**config.mk**
```make
export PLATFORM = sky130hd
export DESIGN_NAME = w5300_socket_n_rx
export DESIGN_NICKNAME = d
export VERILOG_FILES = /design/src/rtl/w5300_socket_n_rx_pkg.sv /design/src/rtl/w5300_socket_n_rx.sv
export SDC_FILE = /design/constraint.sdc
export NUM_CORES = 1
export LEC_CHECK = 0
export ABC_AREA = 1
export CAP_MARGIN = 20
export CORE_UTILIZATION = 47
export CTS_CLUSTER_SIZE = 10
export DETAILED_ROUTE_END_ITERATION = 7
export GPL_TIMING_DRIVEN = 0
export PLACE_DENSITY = 0.77
export SYNTH_ARGS = -nofsm -noshare
export SYNTH_HDL_FRONTEND = slang
export SYNTH_SLANG_ARGS = --single-unit
```
**constraint.sdc**
```tcl
create_clock -name clk -period 1.75 [get_ports clk]
set_clock_uncertainty 0.2 [all_clocks]
set_input_delay 0.35 -clock clk [delete_from_list [all_inputs] [get_ports clk]]
set_output_delay 0.35 -clock clk [all_outputs]
set_load 0.01 [all_outputs]
```
**src/rtl/w5300_socket_n_rx_pkg.sv**
```systemverilog
// W5300 socket register map, access direction codes and command bytes
// shared by the socket engines that drive the w5300_interface bus.
package W5300;

  localparam logic RD = 1'b0;
  localparam logic WR = 1'b1;

  localparam logic [9:0] SN_MR       = 10'h000;
  localparam logic [9:0] SN_CR       = 10'h002;
  localparam logic [9:0] SN_RX_RSR   = 10'h028;
  localparam logic [9:0] SN_RX_FIFOR = 10'h030;

  localparam logic [7:0] CMD_RECV = 8'h40;

  // Socket n registers occupy a 64-byte window starting at 0x200.
  function automatic logic [9:0] sn_base(input logic [2:0] n);
    return 10'h200 + {1'b0, n, 6'b000000};
  endfunction

endpackage

```
**src/rtl/w5300_socket_n_rx.sv**
```systemverilog
// Socket-n TCP receive engine: reads RSR, drains one packet from the RX FIFO
// into the eth_rx buffer and acknowledges it with a RECV command.
module w5300_socket_n_rx
  import W5300::*;
#(
  parameter int N                   = 0,
  parameter int ETH_RX_BUFFER_WIDTH = 16
) (
  input  logic                           clk,
  input  logic                           rst_n,
  input  logic                           start,
  output logic                           busy,
  output logic                           done,
  output logic                           overflow,
  output logic [15:0]                    pkt_len,
  output logic [10:0]                    addr,
  output logic [15:0]                    wr_data,
  input  logic [15:0]                    rd_data,
  input  logic                           op_state,
  output logic                           eth_rx_req,
  output logic [ETH_RX_BUFFER_WIDTH-1:0] eth_rx_buffer_addr,
  output logic [15:0]                    eth_rx_buffer_data
);

  typedef enum logic [2:0] {
    S_IDLE,
    S_RSR_HI,
    S_RSR_LO,
    S_PACK_INFO,
    S_DATA,
    S_RECV,
    S_FINISH
  } state_t;

  localparam logic [9:0] BASE = sn_base(3'(N));
  localparam int         W    = ETH_RX_BUFFER_WIDTH;

  state_t        state;
  logic          rsr_hi;
  logic [15:0]   words_left;
  logic [W:0]    wptr;
  logic [16:0]   len_plus_one;

  // Word count is ceil(len/2); bits [16:1] of len+1 give it without overflow.
  assign len_plus_one = {1'b0, rd_data} + 17'd1;

  // Transaction sequencer: wptr saturates at the buffer size, and its MSB marks a full buffer.
  always_ff @(posedge clk) begin
    if (!rst_n) begin
      state              <= S_IDLE;
      addr               <= {RD, BASE + SN_MR};
      wr_data            <= 16'h0000;
      busy               <= 1'b0;
      done               <= 1'b0;
      overflow           <= 1'b0;
      pkt_len            <= 16'h0000;
      eth_rx_req         <= 1'b0;
      eth_rx_buffer_addr <= {W{1'b0}};
      eth_rx_buffer_data <= 16'h0000;
      rsr_hi             <= 1'b0;
      words_left         <= 16'h0000;
      wptr               <= {(W+1){1'b0}};
    end else begin
      done       <= 1'b0;
      eth_rx_req <= 1'b0;
      case (state)
        S_IDLE: begin
          if (start) begin
            overflow <= 1'b0;
            busy     <= 1'b1;
            wptr     <= {(W+1){1'b0}};
            addr     <= {RD, BASE + SN_RX_RSR};
            state    <= S_RSR_HI;
          end
        end
        S_RSR_HI: begin
          if (op_state) begin
            rsr_hi <= rd_data[0];
            addr   <= {RD, BASE + SN_RX_RSR + 10'h002};
            state  <= S_RSR_LO;
          end
        end
        S_RSR_LO: begin
          if (op_state) begin
            if ({rsr_hi, rd_data} == 17'd0) begin
              pkt_len <= 16'h0000;
              addr    <= {RD, BASE + SN_MR};
              busy    <= 1'b0;
              done    <= 1'b1;
              state   <= S_FINISH;
            end else begin
              addr  <= {RD, BASE + SN_RX_FIFOR};
              state <= S_PACK_INFO;
            end
          end
        end
        S_PACK_INFO: begin
          if (op_state) begin
            pkt_len    <= rd_data;
            words_left <= len_plus_one[16:1];
            if (len_plus_one[16:1] == 16'h0000) begin
              addr    <= {WR, BASE + SN_CR};
              wr_data <= {8'h00, CMD_RECV};
              state   <= S_RECV;
            end else begin
              state <= S_DATA;
            end
          end
        end
        S_DATA: begin
          if (op_state) begin
            words_left <= words_left - 16'd1;
            if (!wptr[W]) begin
              eth_rx_req         <= 1'b1;
              eth_rx_buffer_addr <= wptr[W-1:0];
              eth_rx_buffer_data <= rd_data;
              wptr               <= wptr + {{W{1'b0}}, 1'b1};
            end else begin
              overflow <= 1'b1;
            end
            if (words_left == 16'd1) begin
              addr    <= {WR, BASE + SN_CR};
              wr_data <= {8'h00, CMD_RECV};
              state   <= S_RECV;
            end
          end
        end
        S_RECV: begin
          if (op_state) begin
            addr    <= {RD, BASE + SN_MR};
            wr_data <= 16'h0000;
            busy    <= 1'b0;
            done    <= 1'b1;
            state   <= S_FINISH;
          end
        end
        S_FINISH: begin
          state <= S_IDLE;
        end
        default: begin
          state <= S_IDLE;
        end
      endcase
    end
  end

endmodule
```
== Yosys cells after proc, flatten, opt, wreduce, memory -nomap -nowiden ==
Cells that the tools add are included.

* Bits in registers: 116
* Output and inout port bits: 79

* Add/subtract/negate cells: 3
* Equal/unequal tests: 17
* Multiplexer cells: 51
* Bitwise logic cells: 1
* Reductions and logical operators: 21

{| class="wikitable"
|+ Operators with widths
! kind !! count
|-
| 16-bit 2-to-1 mux || 10
|-
| 11-bit 2-to-1 mux || 8
|-
| 11-bit case mux with 6 select lines || 1
|-
| 16-bit case mux with 2 select lines || 2
|-
| 17-bit 2-to-1 mux || 3
|-
| 16-bit case mux with 3 select lines || 1
|-
| 17-bit case mux with 2 select lines || 1
|-
| 3-bit 2-to-1 mux || 8
|-
| 2-bit inequality test (second input constant) || 11
|-
| 3-bit case mux with 6 select lines || 1
|-
| 16-bit by 1-bit adder with 17-bit output (second input constant) || 1
|-
| 17-bit by 1-bit adder with 17-bit output (second input constant) || 1
|-
| 17-bit logical NOT || 1
|-
| 16-bit by 1-bit equality test with 1-bit output (second input constant) || 1
|-
| 16-bit logical NOT || 1
|-
| 16-bit by 1-bit subtractor with 16-bit output (second input constant) || 1
|-
| 1-bit 2-to-1 mux || 12
|-
| 3-bit AND reduction || 4
|-
| 4-bit AND reduction || 3
|-
| 9-bit AND reduction || 1
|-
| 7-bit AND reduction || 1
|-
| 3-bit by 2-bit equality test with 1-bit output (second input constant) || 2
|-
| 3-bit equality test (second input constant) || 2
|-
| 6-bit 2-to-1 mux || 1
|-
| 11 further kinds || 15
|}

== Longest topological paths before layout ==
* Word-level depth: 5
* Gate-level depth with buffers: 15
* Gate-level depth less buffers: 15

== Worst setup path before layout ==
OpenSTA, ideal clock, no wires.

* Path kind: input to register
* Start: input rd_data[0]
* End: register addr[3]
* Setup time: 0.113 ns
* Arrival: 1.571 ns
* Required time: 1.437 ns
* Slack: -0.134 ns
* Stages: 12
* Buffers on the path: 0
* Cells stage by stage: ha_1 > nand3_1 > nor2_1 > nand3_1 > nand2_1 > nand2_1 > nor3_2 > nand3_1 > nand2_2 > nand2_2 > nor2_1 > nor2_1

* Cells in the longest elaborated chain, start to end: 4

{| class="wikitable"
|+ Ends and longest elaborated chain
! element !! line !! source
|-
| from (decl) || w5300_socket_n_rx.sv:18 || <nowiki>input logic [15:0] rd_data,</nowiki>
|-
| 16-bit by 1-bit adder with 17-bit output || w5300_socket_n_rx.sv:45 || <nowiki>assign len_plus_one = {1'b0, rd_data} + 17'd1;</nowiki>
|-
| 16-bit logical NOT || w5300_socket_n_rx.sv:101 || <nowiki>if (len_plus_one[16:1] == 16'h0000) begin</nowiki>
|-
| 2-bit inequality test (no source line) || n/a ||
|-
| 9-bit AND reduction (no source line) || n/a ||
|-
| to (signal assigned) || w5300_socket_n_rx.sv:51 || <nowiki>addr <= {RD, BASE + SN_MR};</nowiki>
|-
| to (signal assigned) || w5300_socket_n_rx.sv:102 || <nowiki>addr <= {WR, BASE + SN_CR};</nowiki>
|-
| to (signal assigned) || w5300_socket_n_rx.sv:122 || <nowiki>addr <= {WR, BASE + SN_CR};</nowiki>
|-
| to (decl) || w5300_socket_n_rx.sv:16 || <nowiki>output logic [10:0] addr,</nowiki>
|}

Every way passes these cells.
A chain may end at the register's enable or synchronous reset.

== Final worst setup path ==
* Start: register wptr[0]
* End: register wptr[15]

* Cells in the longest elaborated chain, start to end: 4

{| class="wikitable"
|+ Ends and longest elaborated chain
! element !! line !! source
|-
| from (decl) || w5300_socket_n_rx.sv:41 || <nowiki>logic [W:0] wptr;</nowiki>
|-
| from (signal assigned) || w5300_socket_n_rx.sv:62 || <nowiki>wptr <= {(W+1){1'b0}};</nowiki>
|-
| from (signal assigned) || w5300_socket_n_rx.sv:71 || <nowiki>wptr <= {(W+1){1'b0}};</nowiki>
|-
| from (signal assigned) || w5300_socket_n_rx.sv:117 || <nowiki>wptr <= wptr + {{W{1'b0}}, 1'b1};</nowiki>
|-
| 17-bit by 1-bit adder with 17-bit output || w5300_socket_n_rx.sv:117 ||
|-
| 17-bit 2-to-1 mux || w5300_socket_n_rx.sv:113 || <nowiki>if (!wptr[W]) begin</nowiki>
|-
| 17-bit 2-to-1 mux || w5300_socket_n_rx.sv:111 || <nowiki>if (op_state) begin</nowiki>
|-
| 17-bit case mux with 2 select lines || w5300_socket_n_rx.sv:66 || <nowiki>case (state)</nowiki>
|}

Every way passes these cells. The select of a mux whose other input is x is not followed.

==> run summary <==
Metal-1 WL - 7360 um
Die Span Y - 105 um
Die ar. - 10900 um2
Final-report max-slew violation count - 0
CTS tree - yes
Detailed Routing Iterations Pass 1 - 5
Inserted Clock Buffers - 9
CP endpoint kind - register
Total Power - 7.72 mW
Slew HR - 47.8%
Fin worst setup slack - -0.189 ns
Synthesis-stage register bit count - 95
WL final - 17600 um
Core area - 10300 um2
All-Layer GR Usage - 30.0%
Hold Path Class - primary input to register
Fin util - 73.2%
Area growth syn-to-layout - 52.0%
FF-to-FF path depth - 8
Status - finished, violations left
Grt ovf - 0
GP Congestion - 0.944
Initial antenna violation count - 0
Routed wl met2 - 8520 um
Netlist cell types - 39
Diodes inserted - 0
Top layer in use - met4
Initial Utilization - 48.2%
Clk slew on worst S/H paths - 0.10 ns
Mapped Area - 4950 um2
Hold Buf Count CTS - 0
Num Clock Sinks - 95
Final setup vio count - 70
Crit Path Max Fanout - 3
Ys Warns - 0
Max-Cap Viols - 0
1st-iter DRT viols - 430
Worst skew pair latency - 0.38 ns
Power Dens Cells - 1030 nW/um2
Fraction of layout cells with a size suffix above 1 - 38.3%
Critical path data required time - 1.86 ns
Final period utilization - 111%
Synth Instances - 736
H-tree Lvls - 3
Die width - 105 um
Fill cell count - 822
Routed via count - 5676
Final Hold Viols - 0
Vias per cell - 5.44
Unrepaired setup endpoints after global routing - yes
Post-DR wirelength/cell - 16.9 um
WS Path Type - register to register
Cell row count - 37
Failing checks - setup timing
CP Data Arrival Time - 2.05 ns
Vias in the first global route - 5405
Leakage - 3.34 nW
Global-route wire length before repair - 25900 um
Reg2Reg Setup Slack - -0.19 ns
Minimum clock period - 1.94 ns
Sequential share of the synthesized area - 38.4%
DRT antenna net count - 0
Max Fclk - 516 MHz
Peak VDD IR - 0.000602 V
Slew of the pin with the lowest slew margin - 0.783 ns
Worst hold path stage count - 3
IO buf count - 76
DP Wirelength - 11100 um
Clock tree buffer depth - 2
Root Buffer - clkbuf_8
Largest net degree at the start of global routing - 16
Syn Area/Cell - 6.73 um2
NumNets Final - 927
Met3 routed WL - 1120 um
I/O Pins - 99
Residual DRC - 0
Type of origin of the critical path - register
-- worst max-delay path: stages, from the launching register on --
cell and delay [ns]:
dfxtp_4 0.38, inv_2 0.08, nor3_4 0.20, nand4_1 0.22, nor3_2 0.27, nand2_2 0.13
nor2_1 0.13, o21ai_1 0.09, a21oi_2 0.17
-- final cells by class --
class / count / area [um2] / area share (%)
Buffer: 46 / 365 / 4.85
Clock buffer: 12 / 135 / 1.80
Clock inverter: 4 / 55.1 / 0.732
Inverter: 80 / 335 / 4.46
Multi-Input combinational cell: 536 / 3380 / 44.9
Sequential cell: 95 / 1930 / 25.7
Tap cell: 136 / 170 / 2.26
Timing Repair Buffer: 134 / 1150 / 15.3
-- final timing paths --
check / start / end
setup / recovery: wptr[0] / wptr[15]
hold / removal: rd_data[1] / eth_rx_buffer_data[1]
setup reg to reg: wptr[0] / wptr[15]
hold reg to reg: addr[10] / addr[10]
-- stage by stage --
stage | instance area [um2] | setup WS, ns | instances | setup TNS, ns | hold slack [ns]
6_report | 7530 | -0.189 | 1043 | -3.73 | 0.0619
5_1_grt | 7530 | -0.235 | 1043 | -10.77 | 0.0799
4_1_cts | 6940 | -0.116 | 1030 | -2.23 | 0.0454
3_3_place_gp | 6010 | -1.18 | 967 | -64.51 | 0.232
3_5_place_dp | 6010 | -1.20 | 967 | -65.99 | 0.234
2_1_floorplan | 5080 | -0.0846 | 755 | -0.504 | 0.244
-- synth_stat cells (all sizes together) --
| master | count | area [um2] |
|---|---|---|
| nand3b | 1 | 7.51 |
| o22ai | 1 | 6.26 |
| or2 | 1 | 6.26 |
| ha | 5 | 62.6 |
| dfxtp | 95 | 1900 |
| nand4 | 14 | 87.6 |
| nand3 | 33 | 170 |
| clkbuf | 12 | 45.0 |
| a31oi | 5 | 31.3 |
| conb | 2 | 7.51 |
| a211oi | 7 | 52.6 |
| buf | 34 | 228 |
| o211a | 1 | 10.0 |
| inv | 80 | 300 |
| nor3 | 14 | 80.1 |
| nand2 | 186 | 713 |
| a21boi | 1 | 7.51 |
| a21oi | 89 | 464 |
| o21a | 1 | 7.51 |
| and3 | 1 | 6.26 |
| nor4 | 4 | 25.0 |
| xor2 | 2 | 17.5 |
| nor2 | 79 | 342 |
| o21ai | 59 | 299 |
| xnor2 | 1 | 8.76 |
| a311oi | 1 | 8.76 |
| o211ai | 6 | 45.0 |
| o32ai | 1 | 8.76 |
-- layer usage --
metal | vias up | GRT usage (%)
li1 | 2716 | -
met1 | 2679 | 37.4
met2 | 230 | 49.9
met4 | 0 | 17.3
met5 | - | 0
met3 | 51 | 3.99
-- repair_timing --
action / 4_1_cts / 5_1_grt
setup endpoints to repair: 152 / 86
pin swaps: 48 / 63
gates cloned: 6 / 1
gates resized for setup: 298 / 163
buffers inserted: 41 / 14
-- state kept, by name, summed over array words and instances (netlist names) --
signal	flops
wptr	17
addr	5
wr_data	1
busy	1
done	1
eth_rx_buffer_data	16
eth_rx_req	1
state	3
pkt_len	16
rsr_hi	1
eth_rx_buffer_addr	16
overflow	1
words_left	16
-- logic make-up (layout without fill, tap and decap cells) --
family	count (synthesis)	in the layout	share of synthesized area (%)
XOR/XNOR	3	3	0.531
other	2	21	0.152
adder cells (fa/ha/maj)	5	5	1.26
buffers and inverters	126	276	11.6
AND/OR/NAND/NOR	333	335	29.0
flip-flops	95	95	38.4
AO/OA/AOI/OAI	172	172	19.0
-- cell usage in the layout (no fill, tap or decap), types with 16 or more instances in the layout --
cell type	instances
nor2_1	46
nand3_1	24
buf_6	19
a21oi_2	30
conb_1	21
inv_1	53
buf_4	67
inv_2	16
o21ai_2	34
nand2_1	148
nand2_2	26
a21oi_1	54
nor2_4	21
dlygate4sd2_1	59
dfxtp_1	82
-- report_power, final --
group | total (mW) | internal, mW | switching (mW)
Clock | 1.50 | 0.672 | 0.832
Combinational | 3.66 | 1.53 | 2.12
Sequential | 2.57 | 2.38 | 0.182
(Power assumes the default switching activity.)
